**src/rtl/mwa_pkg.sv**
```systemverilog
// Shared encodings for the multi-precision add/sub sequencer.
// Operation codes, arithmetic-unit func codes and FSM states.
package mwa_pkg;

  typedef enum logic [1:0] {
    OP_ADD = 2'b00,
    OP_SUB = 2'b01,
    OP_INC = 2'b10,
    OP_DEC = 2'b11
  } op_e;

  localparam logic [2:0] FUNC_ADD  = 3'b010;
  localparam logic [2:0] FUNC_SUB  = 3'b011;
  localparam logic [2:0] FUNC_INC  = 3'b000;
  localparam logic [2:0] FUNC_DEC  = 3'b001;
  localparam logic [2:0] FUNC_ADDC = 3'b110;
  localparam logic [2:0] FUNC_CIN  = 3'b100;

  localparam logic [1:0] IDLE = 2'd0;
  localparam logic [1:0] RUN  = 2'd1;
  localparam logic [1:0] FLAG = 2'd2;
  localparam logic [1:0] DONE = 2'd3;

  // Sub and dec report the inverse of the unit's carry (carry=1 is no borrow).
  function automatic logic is_borrow_op(input op_e op);
    return op == OP_SUB || op == OP_DEC;
  endfunction

endpackage

```
**src/rtl/mwa_word_sel.sv**
```systemverilog
// Per-cycle operand/func selection toward the 32-bit arithmetic unit.
// Word 0 seeds the carry chain; later words ride the unit's carry register.
module mwa_word_sel
  import mwa_pkg::*;
#(
  parameter int WORDS = 4,
  parameter int KW    = 2
) (
  input  logic [1:0]             state,
  input  op_e                    op,
  input  logic [KW-1:0]          k,
  input  logic [WORDS-1:0][31:0] a,
  input  logic [WORDS-1:0][31:0] b,
  output logic [31:0]            left,
  output logic [31:0]            right,
  output logic [2:0]             func
);

  always_comb begin
    left  = '0;
    right = '0;
    func  = FUNC_ADD;
    unique case (state)
      RUN: begin
        left = a[k];
        if (k == '0) begin
          unique case (op)
            OP_ADD: begin func = FUNC_ADD; right = b[0]; end
            OP_SUB: begin func = FUNC_SUB; right = b[0]; end
            OP_INC: func = FUNC_INC;
            OP_DEC: func = FUNC_DEC;
            default: func = FUNC_ADD;
          endcase
        end else begin
          func = FUNC_ADDC;
          unique case (op)
            OP_ADD:  right = b[k];
            OP_SUB:  right = ~b[k];
            OP_INC:  right = '0;
            OP_DEC:  right = '1;
            default: right = '0;
          endcase
        end
      end
      FLAG:    func = FUNC_CIN;
      default: func = FUNC_ADD;
    endcase
  end

endmodule

```
**src/rtl/multiword_arith_seq.sv**
```systemverilog
// Multi-precision add/sub/inc/dec sequencer driving a 32-bit arithmetic unit.
// Optional ZERO_FLAG_EN adds a zero flag output zf.
module multiword_arith_seq
  import mwa_pkg::*;
#(
  parameter int WORDS = 4,
  parameter int CW    = $clog2(WORDS + 1)
) (
  input  logic                clock,
  input  logic                reset,
  input  logic                start,
  input  logic [1:0]          op,
  input  logic [CW-1:0]       nwords,
  input  logic [WORDS*32-1:0] a_in,
  input  logic [WORDS*32-1:0] b_in,
  output logic                busy,
  output logic                done,
  output logic [WORDS*32-1:0] result,
  output logic                cf,
`ifdef ZERO_FLAG_EN
  output logic                zf,
`endif
  output logic [31:0]         alu_left,
  output logic [31:0]         alu_right,
  output logic [2:0]          alu_func,
  input  logic [31:0]         alu_result
);

  localparam int KW = (WORDS > 1) ? $clog2(WORDS) : 1;

  logic [1:0]             state_q, state_d;
  logic [KW-1:0]          k_q, k_d;
  logic [CW-1:0]          n_q, n_d, n_clamp;
  op_e                    op_q, op_d;
  logic [WORDS-1:0][31:0] a_q, a_d;
  logic [WORDS-1:0][31:0] b_q, b_d;
  logic [WORDS-1:0][31:0] result_q, result_d;
  logic                   cf_q, cf_d;
  logic                   done_q, done_d;
  logic                   busy_q, busy_d;
  logic                   last_word;
`ifdef ZERO_FLAG_EN
  logic                   nz_q, nz_d;
  logic                   zf_q, zf_d;
`endif

  always_comb begin
    n_clamp = nwords;
    if (nwords == '0 || nwords > CW'(WORDS)) n_clamp = CW'(WORDS);
  end

  assign last_word = CW'(k_q) == n_q - CW'(1);

  always_comb begin
    state_d  = state_q;
    k_d      = k_q;
    n_d      = n_q;
    op_d     = op_q;
    a_d      = a_q;
    b_d      = b_q;
    result_d = result_q;
    cf_d     = cf_q;
    done_d   = 1'b0;
`ifdef ZERO_FLAG_EN
    nz_d     = nz_q;
    zf_d     = zf_q;
`endif
    unique case (state_q)
      IDLE: begin
        if (start) begin
          op_d     = op_e'(op);
          n_d      = n_clamp;
          a_d      = a_in;
          b_d      = b_in;
          k_d      = '0;
          result_d = '0;
`ifdef ZERO_FLAG_EN
          nz_d     = 1'b0;
`endif
          state_d  = RUN;
        end
      end
      RUN: begin
        result_d[k_q] = alu_result;
`ifdef ZERO_FLAG_EN
        nz_d = nz_q | (|alu_result);
`endif
        if (last_word) state_d = FLAG;
        else           k_d     = k_q + KW'(1);
      end
      FLAG: begin
        cf_d    = alu_result[0] ^ is_borrow_op(op_q);
`ifdef ZERO_FLAG_EN
        zf_d    = ~nz_q;
`endif
        done_d  = 1'b1;
        state_d = DONE;
      end
      default: state_d = IDLE;
    endcase
    busy_d = state_d != IDLE;
  end

  always_ff @(posedge clock) begin
    if (reset) begin
      state_q  <= IDLE;
      k_q      <= '0;
      n_q      <= '0;
      op_q     <= OP_ADD;
      a_q      <= '0;
      b_q      <= '0;
      result_q <= '0;
      cf_q     <= 1'b0;
      done_q   <= 1'b0;
      busy_q   <= 1'b0;
`ifdef ZERO_FLAG_EN
      nz_q     <= 1'b0;
      zf_q     <= 1'b0;
`endif
    end else begin
      state_q  <= state_d;
      k_q      <= k_d;
      n_q      <= n_d;
      op_q     <= op_d;
      a_q      <= a_d;
      b_q      <= b_d;
      result_q <= result_d;
      cf_q     <= cf_d;
      done_q   <= done_d;
      busy_q   <= busy_d;
`ifdef ZERO_FLAG_EN
      nz_q     <= nz_d;
      zf_q     <= zf_d;
`endif
    end
  end

  assign busy   = busy_q;
  assign done   = done_q;
  assign result = result_q;
  assign cf     = cf_q;
`ifdef ZERO_FLAG_EN
  assign zf     = zf_q;
`endif

  mwa_word_sel #(
    .WORDS(WORDS),
    .KW   (KW)
  ) u_sel (
    .state(state_q),
    .op   (op_q),
    .k    (k_q),
    .a    (a_q),
    .b    (b_q),
    .left (alu_left),
    .right(alu_right),
    .func (alu_func)
  );

endmodule

```
**config.mk**
```make
export PLATFORM = sky130hd
export DESIGN_NAME = multiword_arith_seq
export DESIGN_NICKNAME = d
export VERILOG_FILES = /design/src/rtl/mwa_pkg.sv /design/src/rtl/mwa_word_sel.sv /design/src/rtl/multiword_arith_seq.sv
export SDC_FILE = /design/constraint.sdc
export NUM_CORES = 1
export LEC_CHECK = 0
export ABC_AREA = 1
export CORE_UTILIZATION = 44
export DETAILED_ROUTE_END_ITERATION = 12
export GPL_TIMING_DRIVEN = 0
export PLACE_DENSITY_LB_ADDON = 0.05
export SKIP_LAST_GASP = 1
export SYNTH_ARGS = -nofsm -noshare
export SYNTH_HDL_FRONTEND = slang
export SYNTH_HIERARCHICAL = 1
export SYNTH_SLANG_ARGS = --single-unit
```
**constraint.sdc**
```tcl
create_clock -name clock -period 1.6 [get_ports clock]
set_clock_uncertainty 0.2 [all_clocks]
set_input_delay 0.32 -clock clock [delete_from_list [all_inputs] [get_ports clock]]
set_output_delay 0.32 -clock clock [all_outputs]
set_load 0.05 [all_outputs]
```
==> run summary, run 1 <==
Status = complete, but fails checks
Failing checks = setup timing
Antenna Violating Nets Remaining = 0
Post-Layout Cell Count = 3,672
Maxcap violations = 0
Area of the multi-input gates = 0.00983 mm²
Number of distinct library cells after synthesis = 29
Num rows = 72
Htree depth = 2
Peak Freq = 378 MHz
Period utilization = 1.65
Core area = 0.0390 mm²
Number of synthesized register bits = 396
Hold Slack = 0.177 ns
Remaining global-route overflow = 0
P_leak = 11.0 nW
Die width = 202 µm
Maximum vdd drop = 0.781 mV
Sequential share of power = 0.386
Die ar. = 0.0407 mm²
Vias per cell = 5.27
Critical Path AT = 2.12 ns
Final slew viol count = 0
Clk_lat worst skew = 0.55 ns
P per Cell Area = 1040 mW/mm²
DRT iter0 DRCs = 1,290
Pre-antenna DRT Iters = 5
Dpl hpwl = 51.5 mm
CTS Hold Bufs = 0
Hold Fails Final Rpt = 0
Setup_tns = -100.63 ns
CP Max Fanout = 10
Die height = 202 µm
Final Worst Setup Slack = -1.04 ns
Synth warn = 6
Vias in the first global route = 18,800
Int Pwr = 0.0196 W
CTS tree = yes
Num CTS Buffers = 43
Critical path class = reg -> out
Mapped cell area = 0.0175 mm²
Sw Ratio = 0.318
Starting Density = 0.450
Port Buffers = 493
Worst Setup Start Kind = register
CTS clk-pin slew, worst paths = 0.06 ns
Period minus WS final = 2.64 ns
Worst slew margin = 0.533
P&R area growth vs syn = 58.0%
Wire per inst = 19.2 µm
Initial antenna violation count = 14
Register area = 0.00812 mm²
CTS root buffer = clkbuf_16
Residual DRC = 0
Min-Delay Path Class = in -> reg
Critical path required time = 1.08 ns
Comb pwr share = 0.265
First-pass GRT wire length = 105 mm
# clock sinks = 396
RSZ-0062 raised after global routing = true
Worst setup EP type = output pin
Placed cell count = 3,551
Clock network fraction of total power = 0.348
Largest net degree at the start of global routing = 14
Fillers = 3,191
Syn Inst Count = 2,540
Routed WL = 70.6 mm
P_sw = 0.00913 W
GR Util All Layers = 0.330
Place WS = -1.26 ns
Via count = 19,400
Nets = 3,415
CTS Buffer Depth = 3
Mean cell area of the mapped netlist = 6.91 µm²
Final Setup Violations = 275
Worst Max-Slew Pin Slew = 0.701 ns
Seq/Total Area, Yosys = 0.452
Layout cells sized above 1 = 0.297
Boundary pin count = 494
Net Count, Synth = 2,844
Final GP Congestion = 0.944
[layer usage]
metal	wire [µm]	up-vias	GRT usage
met2	33500	763	0.539
met3	6350	177	0.0901
met5	12	-	0
met1	27500	9095	0.399
met4	3190	2	0.165
li1	-	9329	-
[power by group through the flow]
stage	registers [W]	clock network, W	logic [W]
6_report	0.0111	0.0100	0.00761
4_1_cts	0.0110	0.0101	0.00698
5_1_grt	0.0112	0.0105	0.00813
3_3_place_gp	0.0112	0	0.00629
2_1_floorplan	0.0114	0	0.00382
3_5_place_dp	0.0112	0	0.00639
[stage by stage]
| stage | power (W) | utilization | instance area, µm² |
|---|---|---|---|
| finish | 0.0287 | 0.711 | 27700 |
| global route | 0.0298 | 0.711 | 27700 |
| CTS | 0.0281 | 0.673 | 26200 |
| detailed placement | 0.0176 | 0.609 | 23700 |
| global placement | 0.0175 | 0.609 | 23700 |
| floorplan | 0.0152 | - | 18200 |
[area by class of cell]
type | count | share of cell area
sequential | 396 | 0.293
clock inverter | 11 | 0.00497
multi-input combinational | 1861 | 0.355
timing repair buffer | 531 | 0.211
clock buffer | 66 | 0.0456
antenna | 11 | 0.000993
buffer | 189 | 0.0535
tap | 518 | 0.0234
inverter | 89 | 0.0132
[cells in the mapped netlist]
library cell | number | share of area
xnor2_1 | 2 | 0.0010
buf_1 | 20 | 0.0043
nand3_2 | 1 | 0.00057
o21ai_4 | 3 | 0.0028
nand4_1 | 1 | 0.00036
clkinv_1 | 2 | 0.00043
nor2_1 | 657 | 0.14
a211oi_1 | 2 | 0.00086
nand2_4 | 1 | 0.00064
ha_1 | 8 | 0.0057
buf_2 | 53 | 0.015
nand2_2 | 21 | 0.0075
nand2_1 | 442 | 0.095
buf_6 | 16 | 0.010
o21ai_1 | 20 | 0.0057
dfxtp_1 | 396 | 0.45
nor4_1 | 1 | 0.00036
a21oi_2 | 20 | 0.010
o21ai_2 | 1 | 0.00050
clkbuf_1 | 102 | 0.022
inv_2 | 8 | 0.0017
inv_1 | 79 | 0.017
nor2_4 | 30 | 0.019
a21oi_1 | 209 | 0.060
or2_2 | 1 | 0.00036
nand3_1 | 101 | 0.029
o21ai_0 | 339 | 0.097
buf_4 | 3 | 0.0013
a31oi_1 | 1 | 0.00036
[critical path, stage by stage (launching register included)]
cell	delay (ns)
dfxtp_4	0.40
inv_6	0.06
buf_12	0.14
clkbuf_4	0.19
nand2_1	0.07
nand3_1	0.14
nand3_2	0.12
nand2_1	0.06
o21ai_2	0.15
inv_2	0.07
buf_8	0.15
[state kept, by name, indices dropped and copies added, names as in the netlist, 2 cells and up]
name / count
n_q: 3
result: 128
state_q: 2
k_q: 2
b_q: 128
a_q: 128
op_q: 2
[path summary, 6_finish.rpt]
path,from,endpoint,slack [ns],depth (start not counted)
max,k_q[0]$_SDFFE_PP0P_,alu_right[24],-1.04,10
min,a_in[76],a_q[76]$_SDFFE_PP0P_,0.18,3
min reg2reg,result[36]$_SDFFE_PP0P_,result[36]$_SDFFE_PP0P_,0.27,2
max reg2reg,k_q[1]$_SDFFE_PP0P_,result[55]$_SDFFE_PP0P_,-0.49,6
[what timing repair did]
action	in CTS	in global routing
buffers inserted	16	18
cloned	4	1
pin swaps	43	41
resized for setup	664	1337
hold endpoints to repair	0	0
endpoints found under the setup margin	589	592
[cell usage in the layout, fill, tap and decap left out, types with 40 or more instances in the layout]
master | synthesis | final
nor2_1 | 657 | 642
nand2_1 | 442 | 413
clkdlybuf4s50_1 | 0 | 294
dfxtp_1 | 396 | 261
o21ai_0 | 339 | 197
buf_6 | 16 | 177
a21oi_1 | 209 | 156
dfxtp_2 | 0 | 126
o21ai_1 | 20 | 77
buf_8 | 0 | 73
o21ai_2 | 1 | 70
clkbuf_1 | 102 | 64
nand3_2 | 1 | 51
clkbuf_16 | 0 | 48
inv_1 | 79 | 46
nand2_2 | 21 | 42
nand3_1 | 101 | 41
buf_4 | 3 | 40
a21oi_2 | 20 | 40
[cell families after synthesis]
| kind of cell | synth area share |
|---|---|
| buffers and inverters | 0.0718 |
| adder cells (fa/ha/maj) | 0.00571 |
| AND/OR/NAND/NOR | 0.293 |
| XOR/XNOR | 0.000999 |
| AO/OA/AOI/OAI | 0.177 |
| flip-flops | 0.452 |
Power figures use the tool's default switching activity.
==> run 2: changes to the inputs <==
Settings changed: CORE_AREA from default to 2 2 190 192, CORE_UTILIZATION 44 to default, CTS_CLUSTER_DIAMETER from default to 50, DIE_AREA from default to 0 0 192 194, DONT_BUFFER_PORTS from default to 1.
==> run 2 against run 1 <==
- the flow still finishes with violations (setup timing)
- cell count decreased by 6.7%
- critical path type unchanged
- worst setup slack lost 0.011 ns
- sequential share of layout area increased by 2.2 points
==> run summary, run 2 (synthesized netlist as in run 1, its figures left out) <==
Residual DRC = 0 (unchanged)
Worst-path cell chain = inv_2 -> buf_12 -> buf_12 -> buf_12 -> nand2_1 -> nand3_2 -> nand3_2 -> nand2_2 -> o21ai_4 -> clkinv_4 (was inv_6 -> buf_12 -> clkbuf_4 -> nand2_1 -> nand3_1 -> nand3_2 -> nand2_1 -> o21ai_2 -> inv_2 -> buf_8)
Initial antenna violation count = 13 (was 14)
Final Setup Violations = 589 (was 275)
Worst setup EP type = output pin (unchanged)
Port Buffers = 0 (was 493)
RSZ-0062 raised after global routing = true (unchanged)
Routed WL = 68.7 mm (was 70.6 mm)
Final instance area = 0.0252 mm² (was 0.0277 mm²)
Comb pwr share = 0.233 (was 0.265)
Clk_lat worst skew = 0.56 ns (was 0.55 ns)
Placed cell count = 3,001 (was 3,551)
Status = complete, but fails checks (unchanged)
Num CTS Buffers = 48 (was 43)
Critical Path AT = 2.13 ns (was 2.12 ns)
Min-Delay Path Class = in -> reg (unchanged)
Slowest cell on crit path = dfxtp_4 (unchanged)
Sequential share of power = 0.391 (was 0.386)
Kind of cell adding the most delay to the critical path = buffers and inverters (unchanged)
Critical path class = reg -> out (unchanged)
Period utilization = 1.66 (was 1.65)
Remaining global-route overflow = 0 (unchanged)
Final GP Congestion = 0.889 (was 0.944)
Largest net degree at the start of global routing = 14 (unchanged)
Antenna Violating Nets Remaining = 0 (unchanged)
Int Pwr = 0.0196 W (about the same)
Failing checks = setup timing (unchanged)
Worst slew margin = 0.349 (was 0.533)
Hold Slack = 0.0992 ns (was 0.177 ns)
Vias per cell = 5.54 (was 5.27)
Die width = 192 µm (was 202 µm)
# clock sinks = 396 (unchanged)
CP Max Fanout = 10 (unchanged)
Peak Freq = 377 MHz (was 378 MHz)
DRT iter0 DRCs = 1,358 (was 1,290)
P_leak = 9.62 nW (was 11.0 nW)
Via count = 19,000 (was 19,400)
Fillers = 2,755 (was 3,191)
Boundary pin count = 494 (unchanged)
CP peak stage delay = 0.41 ns (was 0.40 ns)
Worst Setup Start Kind = register (unchanged)
Crit path top cell by count = buf_12 (was nand2_1)
First-pass GRT wire length = 101 mm (was 105 mm)
Starting Density = 0.498 (was 0.450)
Hold Fails Final Rpt = 0 (unchanged)
P_sw = 0.00936 W (was 0.00913 W)
Maxcap violations = 0 (unchanged)
CTS clk-pin slew, worst paths = 0.06 ns (about the same)
Pre-antenna DRT Iters = 5 (unchanged)
Vias in the first global route = 18,500 (was 18,800)
Layout cells sized above 1 = 0.199 (was 0.297)
CTS root buffer = clkbuf_16 (unchanged)
GR Util All Layers = 0.349 (was 0.330)
Num rows = 69 (was 72)
Dpl hpwl = 47.5 mm (was 51.5 mm)
Clock network fraction of total power = 0.376 (was 0.348)
Core area = 0.0352 mm² (was 0.0390 mm²)
Most common cell after layout, fill and taps aside = nor2_1 (unchanged)
Post-DP Area = 0.0187 mm² (was 0.0237 mm²)
Wire per inst = 20.0 µm (was 19.2 µm)
Setup_tns = -188.23 ns (was -100.63 ns)
Htree depth = 2 (unchanged)
R2r setup slk = -0.44 ns (was -0.49 ns)
CTS tree = yes (unchanged)
Nets = 3,222 (was 3,415)
Final slew viol count = 0 (unchanged)
Die height = 194 µm (was 202 µm)
CTS Buffer Depth = 3 (unchanged)
Period minus WS final = 2.65 ns (was 2.64 ns)
Register area = 0.00795 mm² (was 0.00812 mm²)
Post-Layout Cell Count = 3,427 (was 3,672)
Critical path required time = 1.08 ns (about the same)
Die ar. = 0.0372 mm² (was 0.0407 mm²)
Place WS = -0.884 ns (was -1.26 ns)
P&R area growth vs syn = 43.7% (was 58.0%)
Sw Ratio = 0.323 (was 0.318)
Area of the multi-input gates = 0.00979 mm² (was 0.00983 mm²)
Worst Max-Slew Pin Slew = 0.969 ns (was 0.701 ns)
Maximum vdd drop = 1.17 mV (was 0.781 mV)
Final Worst Setup Slack = -1.05 ns (was -1.04 ns)
P per Cell Area = 1150 mW/mm² (was 1040 mW/mm²)
WP buf/inv = 5 (unchanged)
Leading cell types in the layout, fill and taps excluded = 643 x nor2_1, 422 x nand2_1, 390 x dfxtp_1 (was 642 x nor2_1, 413 x nand2_1, 294 x clkdlybuf4s50_1)
[run 2: cell types whose count changed in the layout (fill, tap and decap cells not counted), sizes merged, moves of 7 or more]
cell,delta
buf,-210
clkbuf,+16
clkdlybuf4s50,-294
clkinv,+7
dlygate4sd3,+293
[run 2: power groups by stage]
stage          sequential [W]  combinational [W]  clock, W
6_report               0.0113            0.00675    0.0109
4_1_cts                0.0113            0.00610    0.0109
3_3_place_gp           0.0115            0.00486         0
2_1_floorplan          0.0114            0.00382         0
5_1_grt                0.0114            0.00721    0.0114
3_5_place_dp           0.0115            0.00495         0
[run 2: final cells by class]
type                    count  share of cell area
diodes                     13             0.00129
clock inverters            19             0.00888
clock buffers              66              0.0535
flip-flops and latches    396               0.315
plain buffers             191              0.0590
multi-input cells        1861               0.388
well taps                 461              0.0229
inverters                  89              0.0173
repair buffers            331               0.134
[run 2: path summary, 6_finish.rpt]
| path | from | end | depth (start not counted) |
|---|---|---|---|
| max | k_q[0]$_SDFFE_PP0P_ | alu_right[19] | 10 |
| min | start | k_q[1]$_SDFFE_PP0P_ | 5 |
| max reg2reg | state_q[1]$_SDFF_PP0_ | b_q[75]$_SDFFE_PP0P_ | 7 |
| min reg2reg | b_q[82]$_SDFFE_PP0P_ | b_q[82]$_SDFFE_PP0P_ | 2 |
[run 2: stage by stage]
step | total power [W] | util
2_1_floorplan | 0.0152 | -
3_3_place_gp | 0.0163 | 0.532
3_5_place_dp | 0.0165 | 0.532
4_1_cts | 0.0283 | 0.690
5_1_grt | 0.0300 | 0.716
6_report | 0.0290 | 0.716
[run 2: layer usage]
layer | vias up | GRT usage | part of all wire
met4 | 2 | 0.158 | 0.044
met1 | 8944 | 0.415 | 0.38
met2 | 915 | 0.590 | 0.48
li1 | 8929 | - | -
met5 | - | 0 | 0.00022
met3 | 205 | 0.0881 | 0.092
[run 2: worst min-delay path, cell delays in order]
cell and delay [ns]:
nand3_4 0.12, nand2_4 0.17, nand2_1 0.09, nand2_1 0.06, a21oi_1 0.05
[run 2: repair_timing]
item,CTS,global route
cloned,2,6
resized for setup,229,175
setup endpoints to repair,589,591
hold buffers,293,0
hold endpoints to repair,390,0
pin swaps,43,62
buffers inserted,13,17
